$ cat config.mk
export PLATFORM = sky130hd
export DESIGN_NAME = shift_exec_unit_flat
export DESIGN_NICKNAME = d
export VERILOG_FILES = /design/src/rtl/shift_pkg.sv /design/src/rtl/shift_exec_unit_if.sv /design/src/rtl/shift_stage.sv /design/src/rtl/shift_exec_unit.sv /design/src/flat_wrapper.sv
export SDC_FILE = /design/constraint.sdc
export NUM_CORES = 1
export LEC_CHECK = 0
export CORE_ASPECT_RATIO = 1.2
export CORE_MARGIN = 2
export CORE_UTILIZATION = 56
export DETAILED_ROUTE_END_ITERATION = 10
export MAX_ROUTING_LAYER = met4
export PLACE_DENSITY = 0.78
export SLEW_MARGIN = 15
export SYNTH_ARGS = -nofsm -noshare
export SYNTH_HDL_FRONTEND = slang
export SYNTH_SLANG_ARGS = --single-unit
$ cat constraint.sdc
create_clock -name clk -period 2.2 [get_ports clk]
set_input_delay 0.44 -clock clk [delete_from_list [all_inputs] [get_ports clk]]
set_output_delay 0.44 -clock clk [all_outputs]
set_load 0.01 [all_outputs]
$ cat src/rtl/shift_pkg.sv
// Shared types and helpers for the shift/rotate execution unit.
package shift_pkg;

    localparam int SHIFT_OP_WIDTH = 3;

    typedef enum logic [SHIFT_OP_WIDTH-1:0] {
        SLL = 3'd0,
        SRL = 3'd1,
        SRA = 3'd2,
        ROL = 3'd3,
        ROR = 3'd4
    } shift_op_e;

    // Shifter levels handled by each pipeline stage (ceiling division).
    function automatic int levelsPerStage(input int bit_width, input int num_stages);
        int levels;
        levels = $clog2(bit_width);
        return (levels + num_stages - 1) / num_stages;
    endfunction

endpackage

$ cat src/rtl/shift_exec_unit_if.sv
// Issue and writeback bus of the shift execution unit; master = issue/writeback side.
interface shift_exec_unit_if #(
    parameter int BIT_WIDTH = 32,
    parameter int TAG_WIDTH = 6
);
    import shift_pkg::*;

    logic                         flush;
    logic                         inValid;
    logic                         inReady;
    logic [SHIFT_OP_WIDTH-1:0]    inOp;
    logic [BIT_WIDTH-1:0]         inData;
    logic [$clog2(BIT_WIDTH)-1:0] shiftAmt;
    logic [TAG_WIDTH-1:0]         inTag;
    logic                         outValid;
    logic                         outReady;
    logic [BIT_WIDTH-1:0]         outData;
    logic [TAG_WIDTH-1:0]         outTag;

    modport master (
        output flush, inValid, inOp, inData, shiftAmt, inTag, outReady,
        input  inReady, outValid, outData, outTag
    );

    modport slave (
        input  flush, inValid, inOp, inData, shiftAmt, inTag, outReady,
        output inReady, outValid, outData, outTag
    );

endinterface

$ cat src/rtl/shift_stage.sv
// One pipeline stage: applies shifter levels [LO_LEVEL, HI_LEVEL] and registers the result.
// Rotate wrap paths exist only when SHIFT_ROTATE_EN is defined.
module shift_stage
    import shift_pkg::*;
#(
    parameter int BIT_WIDTH = 32,
    parameter int TAG_WIDTH = 6,
    parameter int LO_LEVEL  = 0,
    parameter int HI_LEVEL  = 0
) (
    input  logic                         clk,
    input  logic                         rst_n,
    input  logic                         flush_i,
    input  logic                         load_i,
    input  logic                         in_valid_i,
    input  logic [SHIFT_OP_WIDTH-1:0]    in_op_i,
    input  logic [BIT_WIDTH-1:0]         in_data_i,
    input  logic [$clog2(BIT_WIDTH)-1:0] in_amt_i,
    input  logic                         in_fill_i,
    input  logic [TAG_WIDTH-1:0]         in_tag_i,
    output logic                         valid_o,
    output logic [SHIFT_OP_WIDTH-1:0]    op_o,
    output logic [BIT_WIDTH-1:0]         data_o,
    output logic [$clog2(BIT_WIDTH)-1:0] amt_o,
    output logic                         fill_o,
    output logic [TAG_WIDTH-1:0]         tag_o
);

    logic                         valid_q, valid_d;
    logic [SHIFT_OP_WIDTH-1:0]    op_q, op_d;
    logic [BIT_WIDTH-1:0]         data_q, data_d;
    logic [$clog2(BIT_WIDTH)-1:0] amt_q, amt_d;
    logic                         fill_q, fill_d;
    logic [TAG_WIDTH-1:0]         tag_q, tag_d;
    logic [BIT_WIDTH-1:0]         shifted_s;
    logic [$clog2(BIT_WIDTH)-1:0] amt_shr_s;

    // Single shifter level by sh bits; unknown ops (and rotates when not built) pass through.
    function automatic logic [BIT_WIDTH-1:0] shift_level(
        input logic [SHIFT_OP_WIDTH-1:0] op,
        input logic [BIT_WIDTH-1:0]      d,
        input logic                      fill,
        input int unsigned               sh
    );
        logic [BIT_WIDTH-1:0] ones;
        ones = {BIT_WIDTH{1'b1}};
        case (op)
            SLL:     return d << sh;
            SRL:     return d >> sh;
            SRA:     return (d >> sh) | (fill ? ~(ones >> sh) : {BIT_WIDTH{1'b0}});
`ifdef SHIFT_ROTATE_EN
            ROL:     return (d << sh) | (d >> (BIT_WIDTH - sh));
            ROR:     return (d >> sh) | (d << (BIT_WIDTH - sh));
`endif
            default: return d;
        endcase
    endfunction

    // Level chain for this stage's slice of the shift amount.
    always_comb begin
        shifted_s = in_data_i;
        amt_shr_s = {$clog2(BIT_WIDTH){1'b0}};
        for (int lvl = LO_LEVEL; lvl <= HI_LEVEL; lvl++) begin
            amt_shr_s = in_amt_i >> lvl;
            if (amt_shr_s[0]) begin
                shifted_s = shift_level(in_op_i, shifted_s, in_fill_i, 32'd1 << lvl);
            end else begin
                shifted_s = shifted_s;
            end
        end
    end

    // Next-state: flush only kills the valid bit, payload is left as is.
    always_comb begin
        valid_d = valid_q;
        op_d    = op_q;
        data_d  = data_q;
        amt_d   = amt_q;
        fill_d  = fill_q;
        tag_d   = tag_q;
        if (flush_i) begin
            valid_d = 1'b0;
        end else if (load_i) begin
            valid_d = in_valid_i;
        end else begin
            valid_d = valid_q;
        end
        if (load_i && in_valid_i) begin
            op_d   = in_op_i;
            data_d = shifted_s;
            amt_d  = in_amt_i;
            fill_d = in_fill_i;
            tag_d  = in_tag_i;
        end else begin
            op_d   = op_q;
            data_d = data_q;
        end
    end

    // Stage registers.
    always_ff @(posedge clk or negedge rst_n) begin
        if (!rst_n) begin
            valid_q <= 1'b0;
            op_q    <= {SHIFT_OP_WIDTH{1'b0}};
            data_q  <= {BIT_WIDTH{1'b0}};
            amt_q   <= {$clog2(BIT_WIDTH){1'b0}};
            fill_q  <= 1'b0;
            tag_q   <= {TAG_WIDTH{1'b0}};
        end else begin
            valid_q <= valid_d;
            op_q    <= op_d;
            data_q  <= data_d;
            amt_q   <= amt_d;
            fill_q  <= fill_d;
            tag_q   <= tag_d;
        end
    end

    assign valid_o = valid_q;
    assign op_o    = op_q;
    assign data_o  = data_q;
    assign amt_o   = amt_q;
    assign fill_o  = fill_q;
    assign tag_o   = tag_q;

endmodule

$ cat src/rtl/shift_exec_unit.sv
// Pipelined shift/rotate unit: NUM_STAGES shift_stage copies with elastic valid/ready flow.
// Define SHIFT_ROTATE_EN to build ROL/ROR; otherwise they pass the operand through.
module shift_exec_unit
    import shift_pkg::*;
#(
    parameter int BIT_WIDTH  = 32,
    parameter int NUM_STAGES = 2,
    parameter int TAG_WIDTH  = 6
) (
    input  logic              clk,
    input  logic              rst_n,
    shift_exec_unit_if.slave  io
);

    localparam int LEVELS = $clog2(BIT_WIDTH);
    localparam int LPS    = levelsPerStage(BIT_WIDTH, NUM_STAGES);

    logic [NUM_STAGES-1:0]     valid_s;
    logic [NUM_STAGES-1:0]     load_s;
    logic [SHIFT_OP_WIDTH-1:0] op_s      [NUM_STAGES];
    logic [BIT_WIDTH-1:0]      data_s    [NUM_STAGES];
    logic [LEVELS-1:0]         amt_s     [NUM_STAGES];
    logic                      fill_s    [NUM_STAGES];
    logic [TAG_WIDTH-1:0]      tag_s     [NUM_STAGES];
    logic                      in_valid_s[NUM_STAGES];
    logic [SHIFT_OP_WIDTH-1:0] in_op_s   [NUM_STAGES];
    logic [BIT_WIDTH-1:0]      in_data_s [NUM_STAGES];
    logic [LEVELS-1:0]         in_amt_s  [NUM_STAGES];
    logic                      in_fill_s [NUM_STAGES];
    logic [TAG_WIDTH-1:0]      in_tag_s  [NUM_STAGES];
    logic                      unused_s;

    for (genvar k = 0; k < NUM_STAGES; k++) begin : g_stage
        localparam int LO      = k * LPS;
        localparam int END_RAW = ((k + 1) * LPS < LEVELS) ? (k + 1) * LPS : LEVELS;
        localparam int HI      = ((END_RAW > LO) ? END_RAW : LO) - 1;

        // Stage k moves when a bubble exists at or downstream of it, or the output drains.
        assign load_s[k] = io.outReady || !(&valid_s[NUM_STAGES-1:k]);

        if (k == 0) begin : g_head
            // SRA fill bit is captured from the operand at acceptance.
            assign in_valid_s[k] = io.inValid;
            assign in_op_s[k]    = io.inOp;
            assign in_data_s[k]  = io.inData;
            assign in_amt_s[k]   = io.shiftAmt;
            assign in_fill_s[k]  = io.inData[BIT_WIDTH-1];
            assign in_tag_s[k]   = io.inTag;
        end else begin : g_body
            assign in_valid_s[k] = valid_s[k-1];
            assign in_op_s[k]    = op_s[k-1];
            assign in_data_s[k]  = data_s[k-1];
            assign in_amt_s[k]   = amt_s[k-1];
            assign in_fill_s[k]  = fill_s[k-1];
            assign in_tag_s[k]   = tag_s[k-1];
        end

        shift_stage #(
            .BIT_WIDTH (BIT_WIDTH),
            .TAG_WIDTH (TAG_WIDTH),
            .LO_LEVEL  (LO),
            .HI_LEVEL  (HI)
        ) u_stage (
            .clk        (clk),
            .rst_n      (rst_n),
            .flush_i    (io.flush),
            .load_i     (load_s[k]),
            .in_valid_i (in_valid_s[k]),
            .in_op_i    (in_op_s[k]),
            .in_data_i  (in_data_s[k]),
            .in_amt_i   (in_amt_s[k]),
            .in_fill_i  (in_fill_s[k]),
            .in_tag_i   (in_tag_s[k]),
            .valid_o    (valid_s[k]),
            .op_o       (op_s[k]),
            .data_o     (data_s[k]),
            .amt_o      (amt_s[k]),
            .fill_o     (fill_s[k]),
            .tag_o      (tag_s[k])
        );
    end

    assign io.inReady  = load_s[0] && !io.flush;
    assign io.outValid = valid_s[NUM_STAGES-1];
    assign io.outData  = data_s[NUM_STAGES-1];
    assign io.outTag   = tag_s[NUM_STAGES-1];

    // Control fields of the last stage have no further consumer.
    assign unused_s = ^{op_s[NUM_STAGES-1], amt_s[NUM_STAGES-1], fill_s[NUM_STAGES-1]};

endmodule

$ cat src/flat_wrapper.sv
// flat-port wrapper written by rule: the top's interface ports become plain ports
module shift_exec_unit_flat import shift_pkg::*;
#(
    parameter int BIT_WIDTH  = 32,
    parameter int NUM_STAGES = 2,
    parameter int TAG_WIDTH  = 6
)
  (clk, rst_n, io_flush, io_inValid, io_inOp, io_inData, io_shiftAmt, io_inTag, io_outReady, io_inReady, io_outValid, io_outData, io_outTag);
  shift_exec_unit_if #(.BIT_WIDTH(BIT_WIDTH), .TAG_WIDTH(TAG_WIDTH)) io_i ();
  input  logic clk;
  input  logic rst_n;
  input wire logic [$bits(io_i.flush)-1:0] io_flush;
  input wire logic [$bits(io_i.inValid)-1:0] io_inValid;
  input wire logic [$bits(io_i.inOp)-1:0] io_inOp;
  input wire logic [$bits(io_i.inData)-1:0] io_inData;
  input wire logic [$bits(io_i.shiftAmt)-1:0] io_shiftAmt;
  input wire logic [$bits(io_i.inTag)-1:0] io_inTag;
  input wire logic [$bits(io_i.outReady)-1:0] io_outReady;
  output wire logic [$bits(io_i.inReady)-1:0] io_inReady;
  output wire logic [$bits(io_i.outValid)-1:0] io_outValid;
  output wire logic [$bits(io_i.outData)-1:0] io_outData;
  output wire logic [$bits(io_i.outTag)-1:0] io_outTag;
  assign io_i.flush = io_flush;
  assign io_i.inValid = io_inValid;
  assign io_i.inOp = io_inOp;
  assign io_i.inData = io_inData;
  assign io_i.shiftAmt = io_shiftAmt;
  assign io_i.inTag = io_inTag;
  assign io_i.outReady = io_outReady;
  assign io_inReady = io_i.inReady;
  assign io_outValid = io_i.outValid;
  assign io_outData = io_i.outData;
  assign io_outTag = io_i.outTag;
  shift_exec_unit #(.BIT_WIDTH(BIT_WIDTH), .NUM_STAGES(NUM_STAGES), .TAG_WIDTH(TAG_WIDTH)) u_core (.clk(clk), .rst_n(rst_n), .io(io_i));
endmodule
==> flow_summary.json <==
{
  "synth_common_cells": "nand2_1 (132), dfrtp_1 (84), a21oi_1 (80)",
  "viasPerCell": 6.42,
  "port_buffers": 90,
  "r2r_end": "u_core.g_stage[1].u_stage.data_o[11]",
  "grtUsageTotal_pct": 37.5,
  "status": "complete, no violations",
  "r2r-start": "u_core.g_stage[0].u_stage.op_o[0]",
  "grt_pass1_vias": 7600,
  "synth_most_common_cell": "nand2_1",
  "antenna_cells": 0,
  "post_synth.cell_area_avg_um2": 7.63,
  "nets": 1108,
  "slew_headroom_pct": 59.7,
  "fin_ws_ps": 58.5,
  "synth_compound_area_share_pct": 32.8,
  "core_area_um2": 12100,
  "drc": 0,
  "start_util_pct": 57.2,
  "period_needed_ps": 2140,
  "slew_viol_final": 0,
  "synth.net_count": 959,
  "syn_inst": 908,
  "htreeDepth": 3,
  "finalCritPeriodShare_pct": 97.3,
  "cp.required_ps": 2420,
  "holdBufCountCts": 0,
  "r2r_setup_slack_ps": 230,
  "met2_usage_pct": 63.1,
  "tritoncts": "done",
  "setup_tns_ps": 0,
  "ctsLongestPathBuffers": 2,
  "crit_type": "in -> reg",
  "place.gp.congestion": 1.00,
  "setup_viol": 0,
  "utilization_pct": 75.3,
  "yosys.area_share.adder_pct": 0,
  "synth_area_leaders": "dfrtp_1 (30%), nand2_1 (7.2%), a21oi_1 (5.8%)",
  "hold_slack_ps": 39.3,
  "synthMuxAreaShare_pct": 4.71,
  "ys_seq_elements": 84,
  "syn_area_um2": 6930,
  "ys_async_sr_fraction_pct": 100,
  "ff2ff_path_depth": 5,
  "synth_simple_gate_area_share_pct": 22.2,
  "fmax_mhz": 467,
  "wirelength_um": 24500,
  "clock_latency_ps": 340,
  "synth_xor_area_share_pct": 0.361,
  "crit_path_start_kind": "input pin",
  "dr.pass1.iters": 9,
  "grt_pass1_wl_um": 39000,
  "drtIter0Drc": 815,
  "cellLeakagePower_uw": 0.00392,
  "cts-root-buf": "clkbuf_16",
  "synth_edf_count": 0,
  "routedWlPerCell_um": 20.0,
  "path_clk_slew_ps": 60,
  "grt_max_degree": 65,
  "yosys_warnings": 0,
  "clock_skew_ps": 7.51,
  "clkSinkCount": 84,
  "cts_buffers": 9,
  "die-height_um": 126,
  "vdd_drop_max_mv": 0.483,
  "ant_nets": 0,
  "worst_pin_slew_ps": 605,
  "num_rows": 44,
  "p_per_area_nw_per_um2": 630,
  "die-area_um2": 13300,
  "hold_violations": 0,
  "netlist.area_leader.share_pct": 30.3,
  "drive_gt1_share_pct": 20.8,
  "hp-class": "in -> async",
  "dp_hpwl_um": 18500,
  "grt.busiest_layer": "met2",
  "synth_top_family_by_area": "compound AO/OA/AOI/OAI gates",
  "yosysTopAreaCell": "dfrtp_1",
  "area_growth_pct": 31.7,
  "yosys_most_used_dff": "dfrtp_1",
  "worstPathMaxFanout": 8,
  "ios": 91,
  "post-place-ws_ps": -602,
  "worstPathArrival_ps": 2360,
  "worstSetupStartpoint": "io_shiftAmt[0]",
  "ys_types": 69,
  "gr-usage-met3_pct": 4.45,
  "die_w_um": 106,
  "grt_overflow": 0,
  "use_met1_pct": 43.3,
  "grt_antenna_before_repair": 0,
  "cap_viol_max_count": 0,
  "end_kind": "register",
  "num_vias": 7854,
  "seq_area_frac_synth_pct": 30.3
}
## kinds of logic after synthesis
kind of cell / count (synthesis)
AOI/OAI and AO/OA: 342
buffers and inverters: 122
xor gates and xnor gates: 2
and+or+nand+nor: 327
DFF: 84
muxes: 31
## state kept, by name (all words and copies together), names as in the netlist
| register | flops |
|---|---|
| u_core.g_stage.u_stage.amt_o | 2 |
| u_core.g_stage.u_stage.data_o | 64 |
| u_core.g_stage.u_stage.tag_o | 12 |
| u_core.g_stage.u_stage.op_o | 3 |
| u_core.g_stage.u_stage.valid_o | 2 |
| u_core.g_stage.u_stage.fill_o | 1 |
## metal layers
layer  routed length, µm  up-vias
li1                    -     3600
met1                9120     3653
met2               12200      487
met3                1660      114
met4                1500        0
met5                   0        -
## through the flow
step | total power [µW] | area (µm²) | std cells
detailed placement | 4310 | 8690 | 1200
global placement | 4240 | 8690 | 1200
global route | 6000 | 9130 | 1223
floorplan | 3390 | 6930 | 908
CTS | 5670 | 9040 | 1221
finish | 5750 | 9130 | 1223
## where the power goes
group | switching (µW) | internal, µW | total [µW]
clock | 582 | 763 | 1340
sequential | 251 | 1820 | 2080
combinational | 1200 | 1130 | 2330
## worst max-delay path by stage
stage,end,slack [ps]
after detailed placement,u_core.g_stage[0].u_stage.data_o[20],-600
final,u_core.g_stage[0].u_stage.data_o[20],60
after CTS,u_core.g_stage[0].u_stage.data_o[7],40
after global placement,u_core.g_stage[0].u_stage.data_o[7],-530
after global routing,u_core.g_stage[0].u_stage.data_o[20],-1
after floorplan,u_core.g_stage[0].u_stage.data_o[5],170
## cells in the final DEF, fill, tap and decap left out, types with 12 or more instances in the layout
cell type        count
buf_4              149
nand2_1            130
clkdlybuf4s50_1     84
dfrtp_1             84
a21oi_1             76
nor2_1              75
o21ai_0             44
o21ai_1             39
a22oi_1             32
nand2b_1            29
nor2b_1             23
mux2i_1             18
o31ai_1             15
a32oi_1             15
nand3_1             14
mux2_2              12
a2bb2oi_1           12
o22ai_1             12
## area by class of cell
type | instances | area [µm²]
Sequential cell | 84 | 2100
Clock buffer | 12 | 236
Tap cell | 161 | 201
Timing Repair Buffer | 252 | 2250
Multi-Input combinational cell | 702 | 4280
Clock inverter | 4 | 26.3
Fill cell | 914 | 2990
Inverter | 8 | 30.0
## worst max-delay path: stages
cell and delay [ps]:
dlygate4sd2_1 290, buf_4 190, nor3b_4 240, buf_6 180, nand3_1 120, o211a_1 160
a221o_1 390, a32oi_1 250, a21oi_1 100
## timing repair
action	4_1_cts	5_1_grt
resized for setup	14	17
pin swaps	3	7
setup buffers	5	2
endpoints found under the setup margin	30	17
gates cloned	0	0
(Power assumes the default switching activity.)
==> RTL change 1: new RTL, config.mk and constraints unchanged <==
`TAG_WIDTH` is set to 6 in 4 places; all go to 12.
--- a/src/rtl/shift_exec_unit_if.sv
+++ b/src/rtl/shift_exec_unit_if.sv
@@ -3,3 +3,3 @@
     parameter int BIT_WIDTH = 32,
-    parameter int TAG_WIDTH = 6
+    parameter int TAG_WIDTH = 12
 );
--- a/src/rtl/shift_stage.sv
+++ b/src/rtl/shift_stage.sv
@@ -6,3 +6,3 @@
     parameter int BIT_WIDTH = 32,
-    parameter int TAG_WIDTH = 6,
+    parameter int TAG_WIDTH = 12,
     parameter int LO_LEVEL  = 0,
--- a/src/rtl/shift_exec_unit.sv
+++ b/src/rtl/shift_exec_unit.sv
@@ -7,3 +7,3 @@
     parameter int NUM_STAGES = 2,
-    parameter int TAG_WIDTH  = 6
+    parameter int TAG_WIDTH  = 12
 ) (
--- a/src/flat_wrapper.sv
+++ b/src/flat_wrapper.sv
@@ -5,3 +5,3 @@
     parameter int NUM_STAGES = 2,
-    parameter int TAG_WIDTH  = 6
+    parameter int TAG_WIDTH  = 12
 )
Ports: changed (resized io_inTag and io_outTag); port bits go from 91 to 103. No check against the original RTL was run, so the function may have changed too.
==> RTL change 1 against the unedited design <==
Clock power increased by 22%; highest routed layer unchanged; sequential share of layout area is 0.53 points higher; clock skew grew 4.7 ps; count of clock-buffer cells in the layout fell by 2; total power grew 12%; register-to-register slack worse by 80 ps; sequential cell count rose by 12; worst setup slack better by 11 ps; combinational power up 4%; utilization rose by 2.3 points; cell area increased by 12%; routed wire length is 8.7% higher; area after synthesis increased by 7.7%; critical path type unchanged.
==> RTL change 1: results (changes against the unedited design) <==
{
  "global_route": {
    "groute.layer.met1.usage": {"value": 0.470, "change": "was 0.433"},
    "grtUsageMet3": {"value": 0.0580, "change": "was 0.0445"},
    "global_route.usage.met2": {"value": 0.611, "change": "was 0.631"},
    "first_global_vias": {"value": 7898, "change": "was 7,600"},
    "grt.total_usage": {"value": 0.382, "change": "was 0.375"}
  },
  "route": {
    "wl": {"value": 26600, "unit": "um", "change": "was 24,500 um"},
    "num_vias": {"value": 8514, "change": "was 7,854"},
    "dr.first_iter.drc_count": {"value": 788, "change": "was 815"},
    "drt_pre_antenna_iters": {"value": 8, "change": "was 9"},
    "detail_route.wirelength.met1": {"value": 10400, "unit": "um", "change": "was 9120 um"},
    "met3RoutedLength": {"value": 2090, "unit": "um", "change": "was 1660 um"}
  },
  "place": {
    "hpwl": {"value": 20100, "unit": "um", "change": "was 18,500 um"},
    "numPortBuffers": {"value": 102, "change": "was 90"},
    "placedCellCount": {"value": 1301, "change": "was 1,200"}
  },
  "synthesis": {
    "syn-mean-instance-area": {"value": 7.92, "unit": "um^2", "change": "was 7.63 um^2"},
    "synthesis.nets": {"value": 999, "change": "was 959"},
    "most_instantiated_cells_after_synthesis": {"value": "138 x sky130_fd_sc_hd__nand2_1, 96 x sky130_fd_sc_hd__dfrtp_1, 80 x sky130_fd_sc_hd__a21oi_1", "change": "was 132 x sky130_fd_sc_hd__nand2_1, 84 x sky130_fd_sc_hd__dfrtp_1, 80 x sky130_fd_sc_hd__a21oi_1"},
    "synth.top_cells.by_area": {"value": "sky130_fd_sc_hd__dfrtp_1 32%, sky130_fd_sc_hd__nand2_1 6.9%, sky130_fd_sc_hd__a21oi_1 5.4%", "change": "was sky130_fd_sc_hd__dfrtp_1 30%, sky130_fd_sc_hd__nand2_1 7.2%, sky130_fd_sc_hd__a21oi_1 5.8%"}
  },
  "power_and_ir_drop": {
    "total_power": {"value": 6.42, "unit": "mW", "change": "was 5.75 mW"},
    "ir_drop": {"value": 0.615, "unit": "mV", "change": "was 0.483 mV"},
    "power.leakage": {"value": 4.43, "unit": "nW", "change": "was 3.92 nW"},
    "switching_share": {"value": 0.341, "change": "was 0.353"}
  },
  "worst_setup_path": {
    "r2r_setup_slack": {"value": 150, "unit": "ps", "change": "was 230 ps"},
    "ff_to_ff_path_depth": {"value": 7, "change": "was 5"},
    "reg2reg_to": {"value": "u_core.g_stage[1].u_stage.data_o[18]", "change": "was u_core.g_stage[1].u_stage.data_o[11]"}
  },
  "finish": {
    "final_layout_size_suffix_gt1_frac": {"value": 0.244, "change": "was 0.208"},
    "design.final.nets": {"value": 1206, "change": "was 1,108"}
  },
  "sta": {
    "relSlewSlack": {"value": 0.482, "change": "was 0.597"}
  },
  "status": {
    "status": {"value": "finished, final reports clean", "change": "unchanged"}
  }
}
## RTL change 1: cell count changes after synthesis, moves of 8 or more
cell / unedited run / this run
sky130_fd_sc_hd__a221o_1: 5 / 17
sky130_fd_sc_hd__a221oi_1: 4 / 13
sky130_fd_sc_hd__a22o_1: 3 / 11
sky130_fd_sc_hd__a22oi_1: 32 / 6
sky130_fd_sc_hd__a31oi_1: 10 / 20
sky130_fd_sc_hd__a32oi_1: 15 / 4
sky130_fd_sc_hd__dfrtp_1: 84 / 96
sky130_fd_sc_hd__nand2b_1: 30 / 13
sky130_fd_sc_hd__o21ai_0: 45 / 72
sky130_fd_sc_hd__o21ai_1: 40 / 4
sky130_fd_sc_hd__o31ai_1: 15 / 1
## RTL change 1: worst max path at each step
stage / from / to / slack, ps / cells after the start
final: io_inData[8] / u_core.g_stage[0].u_stage.data_o[9] / 70 / 9
after global routing: io_inData[20] / u_core.g_stage[0].u_stage.data_o[21] / -6 / 8
after CTS: io_inData[4] / u_core.g_stage[0].u_stage.data_o[9] / 0.2 / 8
after detailed placement: io_shiftAmt[0] / u_core.g_stage[0].u_stage.data_o[22] / -670 / 9
after global placement: io_shiftAmt[0] / u_core.g_stage[0].u_stage.data_o[22] / -580 / 9
after floorplan: io_inOp[0] / u_core.g_stage[0].u_stage.data_o[9] / -20 / 8
## RTL change 1: final cells by class
type                            instances  area, um^2  area share
Clock buffer                           10         239      0.0234
Clock inverter                          6        72.6     0.00712
Timing Repair Buffer                  308        2670       0.262
Tap cell                              168         210      0.0206
Multi-Input combinational cell        726        4570       0.448
Antenna cell                            1        2.50    0.000245
Inverter                                8        30.0     0.00295
Sequential cell                        96        2400       0.236
## RTL change 1: per-stage QoR
step / hold slack (ps) / worst slack [ps]
2_1_floorplan: 144 / -19.9
3_3_place_gp: 444 / -581
3_5_place_dp: 453 / -666
4_1_cts: 158 / 0.208
5_1_grt: 186 / -5.80
6_report: 110 / 69.3
## RTL change 1: kinds of logic after synthesis
family,synth area share
flip-flops,0.322
AO/OA/AOI/OAI,0.332
multiplexers,0.0498
AND/OR/NAND/NOR,0.210
buffers and inverters,0.0833
XOR/XNOR,0.00352
## RTL change 1: critical path, stage by stage
cell and delay (ps):
sky130_fd_sc_hd__clkdlybuf4s50_1 420, sky130_fd_sc_hd__buf_4 170, sky130_fd_sc_hd__mux2i_2 170, sky130_fd_sc_hd__a22oi_1 140, sky130_fd_sc_hd__and2_2 240, sky130_fd_sc_hd__a222oi_1 290, sky130_fd_sc_hd__buf_4 190, sky130_fd_sc_hd__o21ai_1 60
sky130_fd_sc_hd__a211o_1 230
## RTL change 1: what timing repair did
item                       in CTS  in global routing
setup endpoints to repair      32                 25
gates cloned                    0                  1
gates resized for setup        18                 32
buffers inserted                1                  3
pin swaps                       9                 12
==> RTL change 2: new RTL, config.mk and constraints unchanged <==
Made on the original files. Reset style: synchronous (`rst_n`), changed in one clocked block.
--- a/src/rtl/shift_stage.sv
+++ b/src/rtl/shift_stage.sv
@@ -100,3 +100,3 @@
     // Stage registers.
-    always_ff @(posedge clk or negedge rst_n) begin
+    always_ff @(posedge clk) begin
         if (!rst_n) begin
Behaviour: differs if rst_n is asserted again (counterexample within 4 cycles, from zero or initial values and one cycle with rst_n low); with rst_n held inactive, the same outputs for 4 cycles.
==> RTL change 2 against the unedited design <==
Worst setup slack got worse by 8.8 ps; total power down 15%; sequential cell count did not move; routed wire length rose by 8.5%; area after synthesis is 1.7% higher; fmax down 0.41%; die area rose by 1.6%; cell area up 3.6%.
==> RTL change 2: results (changes against the unedited design) <==
{
  "status": {
    "status": {"value": "finished, final reports clean", "change": "unchanged"}
  },
  "worst_setup_path": {
    "worst_path_dominant_cell_family": {"value": "buffers and inverters", "change": "was compound AO/OA/AOI/OAI gates"},
    "critPathMaxFanout": {"value": 13, "change": "was 8"},
    "crit_path_start": {"value": "io_inOp[1]", "change": "was io_shiftAmt[0]"},
    "r2r_setup_slack": {"value": 180, "unit": "ps", "change": "was 230 ps"},
    "reg2reg_to": {"value": "u_core.g_stage[1].u_stage.data_o[17]", "change": "was u_core.g_stage[1].u_stage.data_o[11]"},
    "slowest_stage": {"value": "sky130_fd_sc_hd__a221oi_1", "change": "was sky130_fd_sc_hd__a221o_1"},
    "worst_path_largest_cell_delay": {"value": 340, "unit": "ps", "change": "was 390 ps"}
  },
  "global_route": {
    "global_route.usage.met2": {"value": 0.666, "change": "was 0.631"},
    "grtUsageMet3": {"value": 0.0627, "change": "was 0.0445"},
    "grt_max_degree": {"value": 51, "change": "was 65"},
    "global_route_wire_length_before_repair": {"value": 41800, "unit": "um", "change": "was 39,000 um"},
    "first_global_vias": {"value": 8089, "change": "was 7,600"}
  },
  "synthesis": {
    "yosysUniqueCellTypes": {"value": 81, "change": "was 69"},
    "most_instantiated_cells_after_synthesis": {"value": "99 x sky130_fd_sc_hd__nand2_1, 84 x sky130_fd_sc_hd__dfxtp_1, 77 x sky130_fd_sc_hd__o21ai_0", "change": "was 132 x sky130_fd_sc_hd__nand2_1, 84 x sky130_fd_sc_hd__dfrtp_1, 80 x sky130_fd_sc_hd__a21oi_1"},
    "ys_dominant_reg_cell": {"value": "sky130_fd_sc_hd__dfxtp_1", "change": "was sky130_fd_sc_hd__dfrtp_1"},
    "synth.top_cells.by_area": {"value": "sky130_fd_sc_hd__dfxtp_1 24%, sky130_fd_sc_hd__o21ai_0 5.5%, sky130_fd_sc_hd__nand2_1 5.3%", "change": "was sky130_fd_sc_hd__dfrtp_1 30%, sky130_fd_sc_hd__nand2_1 7.2%, sky130_fd_sc_hd__a21oi_1 5.8%"}
  },
  "clock_network": {
    "cts_repair_resize_count": {"value": 23, "change": "was 14"}
  },
  "route": {
    "wl": {"value": 26600, "unit": "um", "change": "was 24,500 um"},
    "detail_route.wirelength.met1": {"value": 9760, "unit": "um", "change": "was 9120 um"},
    "num_vias": {"value": 8438, "change": "was 7,854"}
  },
  "power_and_ir_drop": {
    "share_comb_of_total_power": {"value": 0.342, "change": "was 0.405"},
    "clock_power_share": {"value": 0.307, "change": "was 0.234"}
  },
  "place": {
    "hpwl": {"value": 20400, "unit": "um", "change": "was 18,500 um"},
    "postPlaceCellArea": {"value": 8980, "unit": "um^2", "change": "was 8690 um^2"},
    "gp_congestion": {"value": 1.09, "change": "was 1.00"}
  },
  "sta": {
    "skew": {"value": 13.1, "unit": "ps", "change": "was 7.51 ps"}
  },
  "min_path": {
    "worst_hold_path_type": {"value": "register to register", "change": "was primary input to asynchronous set/reset pin"}
  },
  "finish": {
    "final_layout_size_suffix_gt1_frac": {"value": 0.273, "change": "was 0.208"}
  }
}
==> RTL change 2: through the flow <==
step	instances	hold WS (ps)	setup TNS [ps]
finish	1252	460	0
global route	1252	486	-180
CTS	1252	462	0
detailed placement	1233	452	-16370
global placement	1233	445	-15040
floorplan	911	435	0
==> RTL change 2: cell type report <==
| class | count | area share |
|---|---|---|
| multi-input combinational | 697 | 0.501 |
| clock inverter | 7 | 0.00728 |
| timing repair buffer | 286 | 0.265 |
| tap | 161 | 0.0213 |
| inverter | 8 | 0.00318 |
| clock buffer | 9 | 0.0238 |
| sequential | 84 | 0.178 |
==> RTL change 2: kinds of logic (layout without fill, tap and decap cells) <==
kind of cell,Yosys count,in the layout,synth area share
buffers and inverters,130,310,0.109
AND/OR/NAND/NOR,266,266,0.191
XOR/XNOR,3,3,0.0101
multiplexers,37,37,0.0552
AO/OA/AOI/OAI,391,391,0.395
flip-flops,84,84,0.239
